## src/rtl/pic_pkg.sv

```systemverilog
// Shared encodings and constants for the interrupt-acknowledge sequencer.
// The POLL encoding is only reachable when INTA_POLL_EN is defined.
package pic_pkg;

  localparam logic [2:0] IDLE = 3'b000;
  localparam logic [2:0] ACK1 = 3'b001;
  localparam logic [2:0] ACK2 = 3'b010;
  localparam logic [2:0] ACK3 = 3'b011;
  localparam logic [2:0] POLL = 3'b100;

  localparam logic [7:0] CALL_OPCODE    = 8'hCD;
  localparam logic [2:0] SPURIOUS_LEVEL = 3'd7;

  // Second INTA byte: 8086 vector, or the low CALL address byte in 8080 mode.
  function automatic logic [7:0] ack2_byte(input logic       is_8086,
                                           input logic       interval_4,
                                           input logic [2:0] addr_a7_a5,
                                           input logic [2:0] level,
                                           input logic [7:0] icw2);
    if (is_8086)
      return {icw2[7:3], level};
    else if (interval_4)
      return {addr_a7_a5, level, 2'b00};
    else
      return {addr_a7_a5[2:1], level, 3'b000};
  endfunction

endpackage

```

## src/rtl/inta_sequencer_strobe_edge_detect.sv

```systemverilog
// Falling/rising edge detector for an already-synchronised active-low strobe.
module strobe_edge_detect (
  input  logic clk,
  input  logic reset_n,
  input  logic strobe_n,
  output logic fall,
  output logic rise
);

  logic prev;

  always_ff @(posedge clk) begin
    if (!reset_n) prev <= 1'b1;
    else          prev <= strobe_n;
  end

  assign fall = prev & ~strobe_n;
  assign rise = ~prev & strobe_n;

endmodule

```

## src/rtl/inta_sequencer.sv

```systemverilog
// 8259A interrupt-acknowledge sequencer (8080/85 three-pulse, 8086 two-pulse).
// Optional poll read path enabled by defining INTA_POLL_EN.
//
// state | meaning
// IDLE  | no acknowledge in progress
// ACK1  | first INTA seen, level captured
// ACK2  | second INTA (8086 vector / 8080 low address byte)
// ACK3  | third INTA, 8080 only (high address byte)
// POLL  | poll read in progress (INTA_POLL_EN only)
module inta_sequencer
  import pic_pkg::*;
(
  input  logic       clk,
  input  logic       reset_n,
  input  logic       inta_n,
  input  logic       mode_8086,
  input  logic       interval_4,
  input  logic [2:0] addr_a7_a5,
  input  logic [7:0] icw2,
  input  logic       int_pending,
  input  logic [2:0] highest_level,
  input  logic       cascade_output_ack_2_3,
  output logic [2:0] control_state,
  output logic       latch_in_service,
  output logic [2:0] acked_level,
  output logic       irr_freeze,
  output logic       end_of_acknowledge,
  output logic [7:0] data_out,
  output logic       data_out_en
`ifdef INTA_POLL_EN
  ,
  input  logic       poll_cmd,
  input  logic       rd_n
`endif
);

  logic       inta_fall, inta_rise;
  logic [2:0] state_q, state_d;
  logic       mode_q, mode_d;
  logic [2:0] level_q, level_d;
  logic       lis_q, lis_d;
  logic       freeze_q, freeze_d;
  logic       eoa_q, eoa_d;
  logic [7:0] dout_q, dout_d;
  logic       den_q, den_d;
  logic       end_seq;

  strobe_edge_detect u_inta_edge (
    .clk      (clk),
    .reset_n  (reset_n),
    .strobe_n (inta_n),
    .fall     (inta_fall),
    .rise     (inta_rise)
  );

`ifdef INTA_POLL_EN
  logic rd_fall, rd_rise;
  logic armed_q, armed_d;

  strobe_edge_detect u_rd_edge (
    .clk      (clk),
    .reset_n  (reset_n),
    .strobe_n (rd_n),
    .fall     (rd_fall),
    .rise     (rd_rise)
  );

  always_ff @(posedge clk) begin
    if (!reset_n) armed_q <= 1'b0;
    else          armed_q <= armed_d;
  end
`endif

  always_ff @(posedge clk) begin
    if (!reset_n) begin
      state_q  <= IDLE;
      mode_q   <= 1'b0;
      level_q  <= 3'd0;
      lis_q    <= 1'b0;
      freeze_q <= 1'b0;
      eoa_q    <= 1'b0;
      dout_q   <= 8'h00;
      den_q    <= 1'b0;
    end else begin
      state_q  <= state_d;
      mode_q   <= mode_d;
      level_q  <= level_d;
      lis_q    <= lis_d;
      freeze_q <= freeze_d;
      eoa_q    <= eoa_d;
      dout_q   <= dout_d;
      den_q    <= den_d;
    end
  end

  // Final state is ACK2 in 8086 mode and ACK3 in 8080 mode; mode_q is frozen at ACK1.
  always_comb begin
    state_d = state_q;
    case (state_q)
      IDLE: begin
        if (inta_fall) state_d = ACK1;
`ifdef INTA_POLL_EN
        else if (armed_q && rd_fall) state_d = POLL;
`endif
      end
      ACK1: if (inta_fall) state_d = ACK2;
      ACK2: begin
        if (!mode_q && inta_fall)     state_d = ACK3;
        else if (mode_q && inta_rise) state_d = IDLE;
      end
      ACK3: if (inta_rise) state_d = IDLE;
`ifdef INTA_POLL_EN
      POLL: if (rd_rise) state_d = IDLE;
`endif
      default: state_d = IDLE;
    endcase
  end

  assign end_seq = (state_q != IDLE) && (state_d == IDLE);

  always_comb begin
    mode_d   = mode_q;
    level_d  = level_q;
    lis_d    = 1'b0;
    freeze_d = freeze_q;
    eoa_d    = 1'b0;
    dout_d   = dout_q;
    den_d    = den_q;
`ifdef INTA_POLL_EN
    armed_d  = armed_q;
    if (state_q == IDLE && state_d == IDLE && poll_cmd) armed_d = 1'b1;
    if (state_d == ACK1 || state_d == POLL) armed_d = 1'b0;
`endif
    if (state_q == IDLE && state_d == ACK1) begin
      mode_d   = mode_8086;
      level_d  = int_pending ? highest_level : SPURIOUS_LEVEL;
      lis_d    = int_pending;
      freeze_d = 1'b1;
      dout_d   = mode_8086 ? 8'h00 : CALL_OPCODE;
      den_d    = ~mode_8086;
    end else if (state_q == ACK1 && state_d == ACK2) begin
      dout_d = ack2_byte(mode_q, interval_4, addr_a7_a5, level_q, icw2);
      den_d  = cascade_output_ack_2_3;
    end else if (state_q == ACK2 && state_d == ACK3) begin
      dout_d = icw2;
      den_d  = cascade_output_ack_2_3;
`ifdef INTA_POLL_EN
    end else if (state_q == IDLE && state_d == POLL) begin
      level_d  = highest_level;
      lis_d    = int_pending;
      freeze_d = 1'b1;
      dout_d   = {int_pending, 4'b0000, highest_level};
      den_d    = 1'b1;
`endif
    end else if (end_seq) begin
      freeze_d = 1'b0;
      eoa_d    = 1'b1;
      den_d    = 1'b0;
    end else if (inta_rise) begin
      den_d = 1'b0;
    end
  end

  assign control_state      = state_q;
  assign latch_in_service   = lis_q;
  assign acked_level        = level_q;
  assign irr_freeze         = freeze_q;
  assign end_of_acknowledge = eoa_q;
  assign data_out           = dout_q;
  assign data_out_en        = den_q;

endmodule

```

## config.mk

```make
export PLATFORM = sky130hd
export DESIGN_NAME = inta_sequencer
export DESIGN_NICKNAME = d
export VERILOG_FILES = /design/src/rtl/pic_pkg.sv /design/src/rtl/inta_sequencer_strobe_edge_detect.sv /design/src/rtl/inta_sequencer.sv
export SDC_FILE = /design/constraint.sdc
export NUM_CORES = 1
export LEC_CHECK = 0
export ABC_AREA = 0
export CORE_MARGIN = 3
export CORE_UTILIZATION = 40
export CTS_CLUSTER_DIAMETER = 40
export DETAILED_ROUTE_END_ITERATION = 12
export PLACE_DENSITY = 0.72
export SETUP_SLACK_MARGIN = 0.4
export SYNTH_ARGS = -nofsm -noshare
export SYNTH_HDL_FRONTEND = slang
export SYNTH_SLANG_ARGS = --single-unit
```

## constraint.sdc

```tcl
create_clock -name clk -period 1.8 [get_ports clk]
set_input_delay 0.36 -clock clk [delete_from_list [all_inputs] [get_ports clk]]
set_output_delay 0.36 -clock clk [all_outputs]
set_load 0.03 [all_outputs]
```

After elaboration in Yosys (flattened, before gate mapping)
Index checks and enable logic that the tools add are counted.

Flip-flop bits (word level): 20. Bits of input ports: 21. Output and inout port bits: 18. Logic and storage cells: 62.

Eq/ne operators: 8. Mux-type cells: 23. Bitwise gates (word level): 6. Reduce and logical (&&, ||, !) cells: 16.

Operators by type and width (count): 8-bit 2-to-1 mux (5); 3-bit 2-to-1 mux (6); 3-bit by 2-bit == test with 1-bit output (second input constant) (4); 3-bit case mux with 4 select lines (1); 1-bit 2-to-1 mux (10); 3-bit by 1-bit == test with 1-bit output (second input constant) (2); 1-bit logical AND (6); 3-bit logical NOT (2); 6-bit 2-to-1 mux (1); 3-bit nonzero test (2); 5-bit nonzero test (1); 2-bit != test (second input constant) (2); 1-bit inverter (4); 4-bit OR reduction (1); 3-bit AND reduction (1); 1-bit bitwise AND (2); 2-bit AND reduction (1); 2-bit nonzero test (1); 1-bit logical NOT (1).

Logic depth before layout (Yosys ltp)
Gate-level depths: netlist of run 1.

Word-level depth: 12. Mapped depth: 6. Depth with buffers taken out: 4.

By module
Synthesis of run 1 repeated with hierarchy kept, for this count alone.

Cell total of the unflattened synthesis: 108. Area, all modules: 1002.2 um^2.

By module, submodules not included: inta_sequencer (instances 1, cells each 104, area each 963.4 um^2, sequential area each 380.4 um^2); strobe_edge_detect (instances 1, cells each 4, area each 38.8 um^2, sequential area each 20.0 um^2).

Least setup slack after synthesis of run 1
OpenSTA, ideal clock, no wires.

Path kind: reg-to-reg. From: register state_q[2] (netlist: control_state[2]). To: register dout_q[2] (netlist: data_out[2]). Library setup time: 74 ps. Arrival time: 1424 ps. Data required time: 1726 ps. Slack: 301 ps. Cell stages (with the launch flop): 6. Path buffers: 1. Period minus slack after synthesis: 1499 ps. Cells stage by stage: dfxtp_1 buf_6 or3b_4 nor4_4 a21oi_1 a31oi_1.

Longest elaborated chain between the ends: 7. Elaborated cells on any way between the ends: 19. Classes of those cells: eq/ne (6); mux (8); reduce/logical (5).

Ends and longest elaborated chain: start, declared (RTL line inta_sequencer.sv:38) `logic [2:0] state_q, state_d;`; start signal, assigned (RTL line inta_sequencer.sv:85) `state_q <= state_d;`; 3-bit 2-to-1 mux (RTL line inta_sequencer.sv:109) `else if (mode_q && inta_rise) state_d = IDLE;`; 3-bit 2-to-1 mux (RTL line inta_sequencer.sv:108) `if (!mode_q && inta_fall) state_d = ACK3;`; 3-bit case mux with 4 select lines (RTL line inta_sequencer.sv:99) `case (state_q)`; 3-bit by 2-bit == test with 1-bit output (RTL line inta_sequencer.sv:141) `end else if (state_q == ACK1 && state_d == ACK2) begin`; 1-bit logical AND (RTL line inta_sequencer.sv:141); 8-bit 2-to-1 mux (RTL line inta_sequencer.sv:141); 8-bit 2-to-1 mux (RTL line inta_sequencer.sv:134) `if (state_q == IDLE && state_d == ACK1) begin`; end signal, assigned (RTL line inta_sequencer.sv:91) `dout_q <= dout_d;`; end, declared (RTL line inta_sequencer.sv:44) `logic [7:0] dout_q, dout_d;`.

Parallel ways exist; a longest one is shown, timed or not. A chain may end at the register's enable or synchronous reset.

Final worst setup path of run 1
From: register u_inta_edge.prev. To: register freeze_q (netlist: irr_freeze).

Longest elaborated chain between the ends: 10. Elaborated cells on any way between the ends: 24. Classes of those cells: eq/ne (5); mux (7); bitwise (3); reduce/logical (9).

Ends and longest elaborated chain: start, declared (RTL line inta_sequencer_strobe_edge_detect.sv:10) `logic prev;`; start signal, assigned (RTL line inta_sequencer_strobe_edge_detect.sv:14) `else prev <= strobe_n;`; 1-bit inverter (RTL line inta_sequencer_strobe_edge_detect.sv:18) `assign rise = ~prev & strobe_n;`; 1-bit bitwise AND (RTL line inta_sequencer_strobe_edge_detect.sv:18); 1-bit logical AND (RTL line inta_sequencer.sv:109); 3-bit 2-to-1 mux (RTL line inta_sequencer.sv:109); 3-bit 2-to-1 mux (RTL line inta_sequencer.sv:108); 3-bit case mux with 4 select lines * (RTL line inta_sequencer.sv:99); 3-bit by 1-bit == test with 1-bit output (tied with other cells) (RTL line inta_sequencer.sv:134); 1-bit logical AND (on tied branches); 2-bit != test (no source line) or 2-bit nonzero test (tied branches); 3-bit AND reduction (no source line); end signal, assigned (RTL line inta_sequencer.sv:89) `freeze_q <= freeze_d;`; end, declared (RTL line inta_sequencer.sv:42) `logic freeze_q, freeze_d;`.

Mark *: on every way between the ends. The rest lies on a longest branch, timed or not.

==> run metrics, run 1 <==
CTS tree=yes; VDD IR max=0.0003632 V; Post-CTS Hold Fix Bufs=0; Vias/cell=5.579; Max Freq=0.6967 GHz; CP Cell Sequence=or3b_4 -> buf_6 -> nor3_4 -> o21a_1 -> o31a_1; DRT iter0 DRCs=23; Post-layout nets=189; row count=17; first-pass GRT wire length=4719 µm; Routed Antenna Nets=0; Post-Syn Nets=138; die area=0.003279 mm²; largest net degree at the start of global routing=15; CORE AREA=0.002340 mm²; Initial Utilization=44.92%; Die Wd=57.26 µm; clk buf depth=2; Worst Skew=0.002474 ns; Cells after Synth=117; I/O pin total=39; MaxCap Viol Count=0; Fin Setup TNS=0 ns; gpl congestion=0.7819; Post-Syn Area per Cell=8.983 µm²; Pwr Density=622.2 mW/mm²; RSZ-0062 raised after global routing=yes; Fillers=200; clock transition at the registers of the reported paths=0.11 ns; CP Max Fanout=5; crit path launch type=register; H-tree levels=1; Synth area leaders=dfxtp_1, mux2i_1, o21ai_0, buf_6, nand2_1; Die Height=57.26 µm; Cells after DPL=184; CTS root buf=clkbuf_4; outcome=finished clean; via count=1088; number of global-route vias before repair=1036; final hold vios=0; Yosys reg bits=20; mapped cell area=0.001051 mm²; GRT Residual Overflow=0; routed len/inst=15.03 µm; CP Class=register to register; top-area cell type share of the netlist area=38.10%; post-synthesis cell type count=38; Tot GR Track Use=17.97%; number of CTS-inserted buffers=3; CP Data Required Time=2.05 ns; worst hold path type=register to register; initial antenna violation count=0; Area Growth Syn to Fin=48.81%; Detailed Place HPWL=2155 µm; final wirelength=2930 µm; final setup fails=0; area leader, netlist=dfxtp_1; CP arrival=1.68 ns; max incr delay on CP=0.40 ns; PortBufs=38; Final Non-Filler Cells=195; CTS Sinks=20; final period utilization=79.75%; Seq/Total Area, Yosys=38.10%; Leak=0.0006490 µW; Critical Path End Type=register; min Tclk post-route=1.435 ns; clock latency on the worst-skew pair=0.30 ns; antenna cell count=0; Yosys Warn Count=0; Power, Total=973.0 µW; Initial DRT Pass Iterations=4; # DRC=0; Pins Over Slew Limit=0; share of post-route cells with drive strength above 1=32.93%; critical path's slowest cell=or3b_4
==> synthesized netlist by cell type, drive strengths merged <==
master,count
o22ai,1
nor4,2
o31a,1
o211ai,3
o21bai,1
and3,1
and2,2
nand2b,2
dfxtp,20
conb,1
o32ai,1
o21ai,9
buf,5
a31oi,2
o21a,2
a21oi,7
nand3,5
nor3b,4
nor3,6
mux2,3
mux2i,5
nor4b,1
clkbuf,2
nand2,11
and4bb,1
inv,1
or3b,1
or2b,1
nor2b,3
a2bb2oi,2
nor2,8
a211o,1
nand4,2
==> metal layers <==
metal	global-route usage, %	share of wire [%]
met5	0	0
met4	5.960	1.9
met3	4.751	6.7
met2	29.85	48
met1	22.53	43
==> worst paths after layout <==
| check | start | endpoint | slack (ns) | cells after the start |
|---|---|---|---|---|
| worst max-delay path | u_inta_edge.prev | irr_freeze | 0.36 | 5 |
| worst min-delay path | data_out[5] | data_out[5] | 0.48 | 2 |
| worst max register to register | u_inta_edge.prev | irr_freeze | 0.36 | 5 |
| worst min register to register | data_out[5] | data_out[5] | 0.48 | 2 |
==> cell families (layout without fill, tap and decap cells) <==
logic type / Yosys count / count (layout) / synth area share (%)
simple gates: 50 / 50 / 29.41
compound gates: 30 / 30 / 17.98
flops: 20 / 20 / 38.09
mux: 8 / 8 / 7.976
buf+inv: 8 / 58 / 6.189
other cells: 1 / 1 / 0.3568
==> state kept, by name, summed over array words and instances, names as in the netlist <==
| name | count |
|---|---|
| control_state | 3 |
| mode_q | 1 |
| acked_level | 3 |
| irr_freeze | 1 |
| end_of_acknowledge | 1 |
| data_out_en | 1 |
| data_out | 8 |
| u_inta_edge.prev | 1 |
| latch_in_service | 1 |
==> final cells by class <==
type / instances / area [µm²] / area share, %
Timing Repair Buffer: 53 / 450.4 / 28.80
Multi-Input combinational cell: 89 / 631.9 / 40.40
Sequential cell: 20 / 416.7 / 26.64
Tap cell: 28 / 35.03 / 2.240
Inverter: 1 / 3.754 / 0.2400
Clock buffer: 4 / 26.28 / 1.680
==> per-stage QoR <==
step | hold slack, ns | setup slack (ns) | utilization (%) | instance area, µm²
global route | 0.5164 | 0.2649 | 66.84 | 1564
global placement | 0.4596 | -0.1203 | 63.42 | 1484
detailed placement | 0.4753 | -0.1898 | 63.42 | 1484
floorplan | 0.4615 | 0.3757 | - | 1057
CTS | 0.4935 | 0.2521 | 65.94 | 1543
finish | 0.4811 | 0.3646 | 66.84 | 1564
==> layout by cell type, fill, tap and decap left out, types with 4 or more instances in the layout <==
cell type        count
nand2_1             10
buf_4               12
o21ai_0              5
a21oi_1              6
buf_2                6
dfxtp_4              4
o21ai_1              4
clkbuf_2             6
clkbuf_4             4
clkdlybuf4s50_1     19
clkdlybuf4s15_1      4
nor3_1               5
dfxtp_1             15
mux2i_1              5
nor2_1               7
==> what timing repair did <==
action                                  4_1_cts  5_1_grt
buffers inserted                              5        2
pin swaps                                     9       10
endpoints found under the setup margin       35       27
resized for setup                            58       27
==> report_power, final <==
part           total, µW  leakage, µW  internal, µW  switching (µW)
Clock                225    0.0000150          86.3             139
Sequential           487     0.000167           465            22.3
Combinational        261     0.000467           126             135
==> critical path: cells and delay by family (launching register included) <==
kind | cells | cell delay, ns
buf+inv | 1 | 0.14
simple gates | 2 | 0.61
compound gates | 2 | 0.28
flops | 1 | 0.37
Note: power is estimated with default switching activity, not from simulation.
==> run 2, diff against run 1 <==
--- a/config.mk
+++ b/config.mk
@@ -7,10 +7,10 @@
 export LEC_CHECK = 0
 export ABC_AREA = 0
 export CORE_MARGIN = 3
-export CORE_UTILIZATION = 40
+export CORE_UTILIZATION = 39
 export CTS_CLUSTER_DIAMETER = 40
 export DETAILED_ROUTE_END_ITERATION = 12
-export PLACE_DENSITY = 0.72
+export PLACE_DENSITY = 0.74
 export SETUP_SLACK_MARGIN = 0.4
 export SYNTH_ARGS = -nofsm -noshare
 export SYNTH_HDL_FRONTEND = slang
==> constraint.sdc (replaced) <==
create_clock -name clk -period 1.18 [get_ports clk]
set_input_delay 0.236 -clock clk [delete_from_list [all_inputs] [get_ports clk]]
set_output_delay 0.236 -clock clk [all_outputs]
set_load 0.03 [all_outputs]
==> run metrics, run 2 (synthesized netlist as in run 1, its figures left out) <==
outcome=finished with violations; violated checks=negative setup slack; initial antenna violation count=0; Internal Power=1246 µW; PortBufs=38; Area Growth Syn to Fin=80.00%; antenna cell count=0; row count=18; Post-CTS Hold Fix Bufs=0; Seq pwr share=42.2%; Net Sw Power=523.1 µW; routed len/inst=16.88 µm; CP arrival=1.61 ns; worst hold path type=register to register; Pins Over Slew Limit=0; Post-layout nets=203; Comb power frac=29.6%; number of CTS-inserted buffers=3; Initial DRT Pass Iterations=4; via count=1210; Tot GR Track Use=20.02%; clock transition at the registers of the reported paths=0.13 ns; Die Height=57.91 µm; H-tree levels=1; final hold vios=0; Buffers & Inverters on Critical Path=2; Vias/cell=5.735; Clock power frac=28.1%; Worst Skew=0.01311 ns; Routed Antenna Nets=0; final worst setup slack=-0.2207 ns; Leak=0.0007997 µW; Max Freq=0.7139 GHz; # DRC=0; clk buf depth=2; clock latency on the worst-skew pair=0.32 ns; die area=0.003354 mm²; number of global-route vias before repair=1178; CTS Sinks=20; crit-path leading delay family=flip-flops; CORE AREA=0.002522 mm²; CTS root buf=clkbuf_4; Hold Slack=0.4967 ns; CP Max Fanout=6; most common cell after layout, fill and taps aside=buf_4; min Tclk post-route=1.401 ns; pre-CTS WS=-0.7140 ns; RSZ-0062 raised after global routing=yes; Initial Utilization=41.67%; Die Wd=57.91 µm; first-pass GRT wire length=5299 µm; CP Data Required Time=1.39 ns; CTS tree=yes; CP Cell Sequence=buf_6 -> nor2b_1 -> o21ai_1 -> nor4b_2 -> buf_4 -> o31a_1; crit path launch type=register; critical path's slowest cell=dfxtp_4; I/O pin total=39; final period utilization=118.7%; Pwr Density=934.9 mW/mm²; VDD IR max=0.0007111 V; most frequent cells in the layout=buf_4, buf_6, clkdlybuf4s50_1; Detailed Place HPWL=2251 µm; DRT iter0 DRCs=51; max incr delay on CP=0.38 ns; largest net degree at the start of global routing=13; Critical Path End Type=register; final setup fails=20; gpl congestion=0.8547; CP Class=register to register; Largest register FFs=8; switching part of the total=29.57%; GRT Residual Overflow=0; final wirelength=3561 µm; share of post-route cells with drive strength above 1=56.91%; MaxCap Viol Count=0
run 2: cell type report:
cell class	count	area, µm²
Clock buffer	4	47.55
Inverter	1	3.754
Tap cell	30	37.54
Fill cell	165	630.6
Sequential cell	20	434.2
Timing Repair Buffer	67	638.1
Multi-Input combinational cell	89	730.7
run 2: through the flow:
step                      TNS (ns)  std cells  utilization, %  cell area [µm²]  total power [µW]
after CTS                   -2.856        210           72.12             1819              1736
after global routing        -4.001        211           75.00             1892              1831
final                       -2.580        211           75.00             1892              1769
after floorplan             -2.576        117               -             1086             973.8
after global placement      -10.12        195           60.22             1519              1151
after detailed placement    -10.96        195           60.22             1519              1156
run 2: layer usage:
layer	GRT usage [%]	vias up	share of wire, %
li1	-	555	-
met1	24.97	592	42
met2	33.55	47	49
met3	3.786	16	5.7
met4	8.609	0	3.1
met5	0	-	0
run 2: power groups by stage:
| stage | clock [µW] | sequential [µW] | combinational, µW |
|---|---|---|---|
| finish | 497 | 747 | 524 |
| global route | 527 | 752 | 553 |
| CTS | 505 | 744 | 486 |
| detailed placement | 0 | 756 | 401 |
| global placement | 0 | 755 | 396 |
| floorplan | 0 | 819 | 154 |
run 2: worst paths after layout:
kind	from	to	slack, ns	depth (start not counted)
worst max-delay path	control_state[0]	irr_freeze	-0.22	6
worst min-delay path	data_out[0]	data_out[0]	0.50	2
worst max register to register	control_state[0]	irr_freeze	-0.22	6
worst min register to register	data_out[0]	data_out[0]	0.50	2
run 2: timing repair:
action                                  in CTS  in global routing
pin swaps                                   10                  8
endpoints found under the setup margin      37                 36
setup buffers                               11                  1
gates resized for setup                     57                 15
run 2: tightest hold or removal path: stages, from the launching register on:
cell and delay (ns):
dfxtp_2 0.35, nand2_1 0.06, a21oi_1 0.06
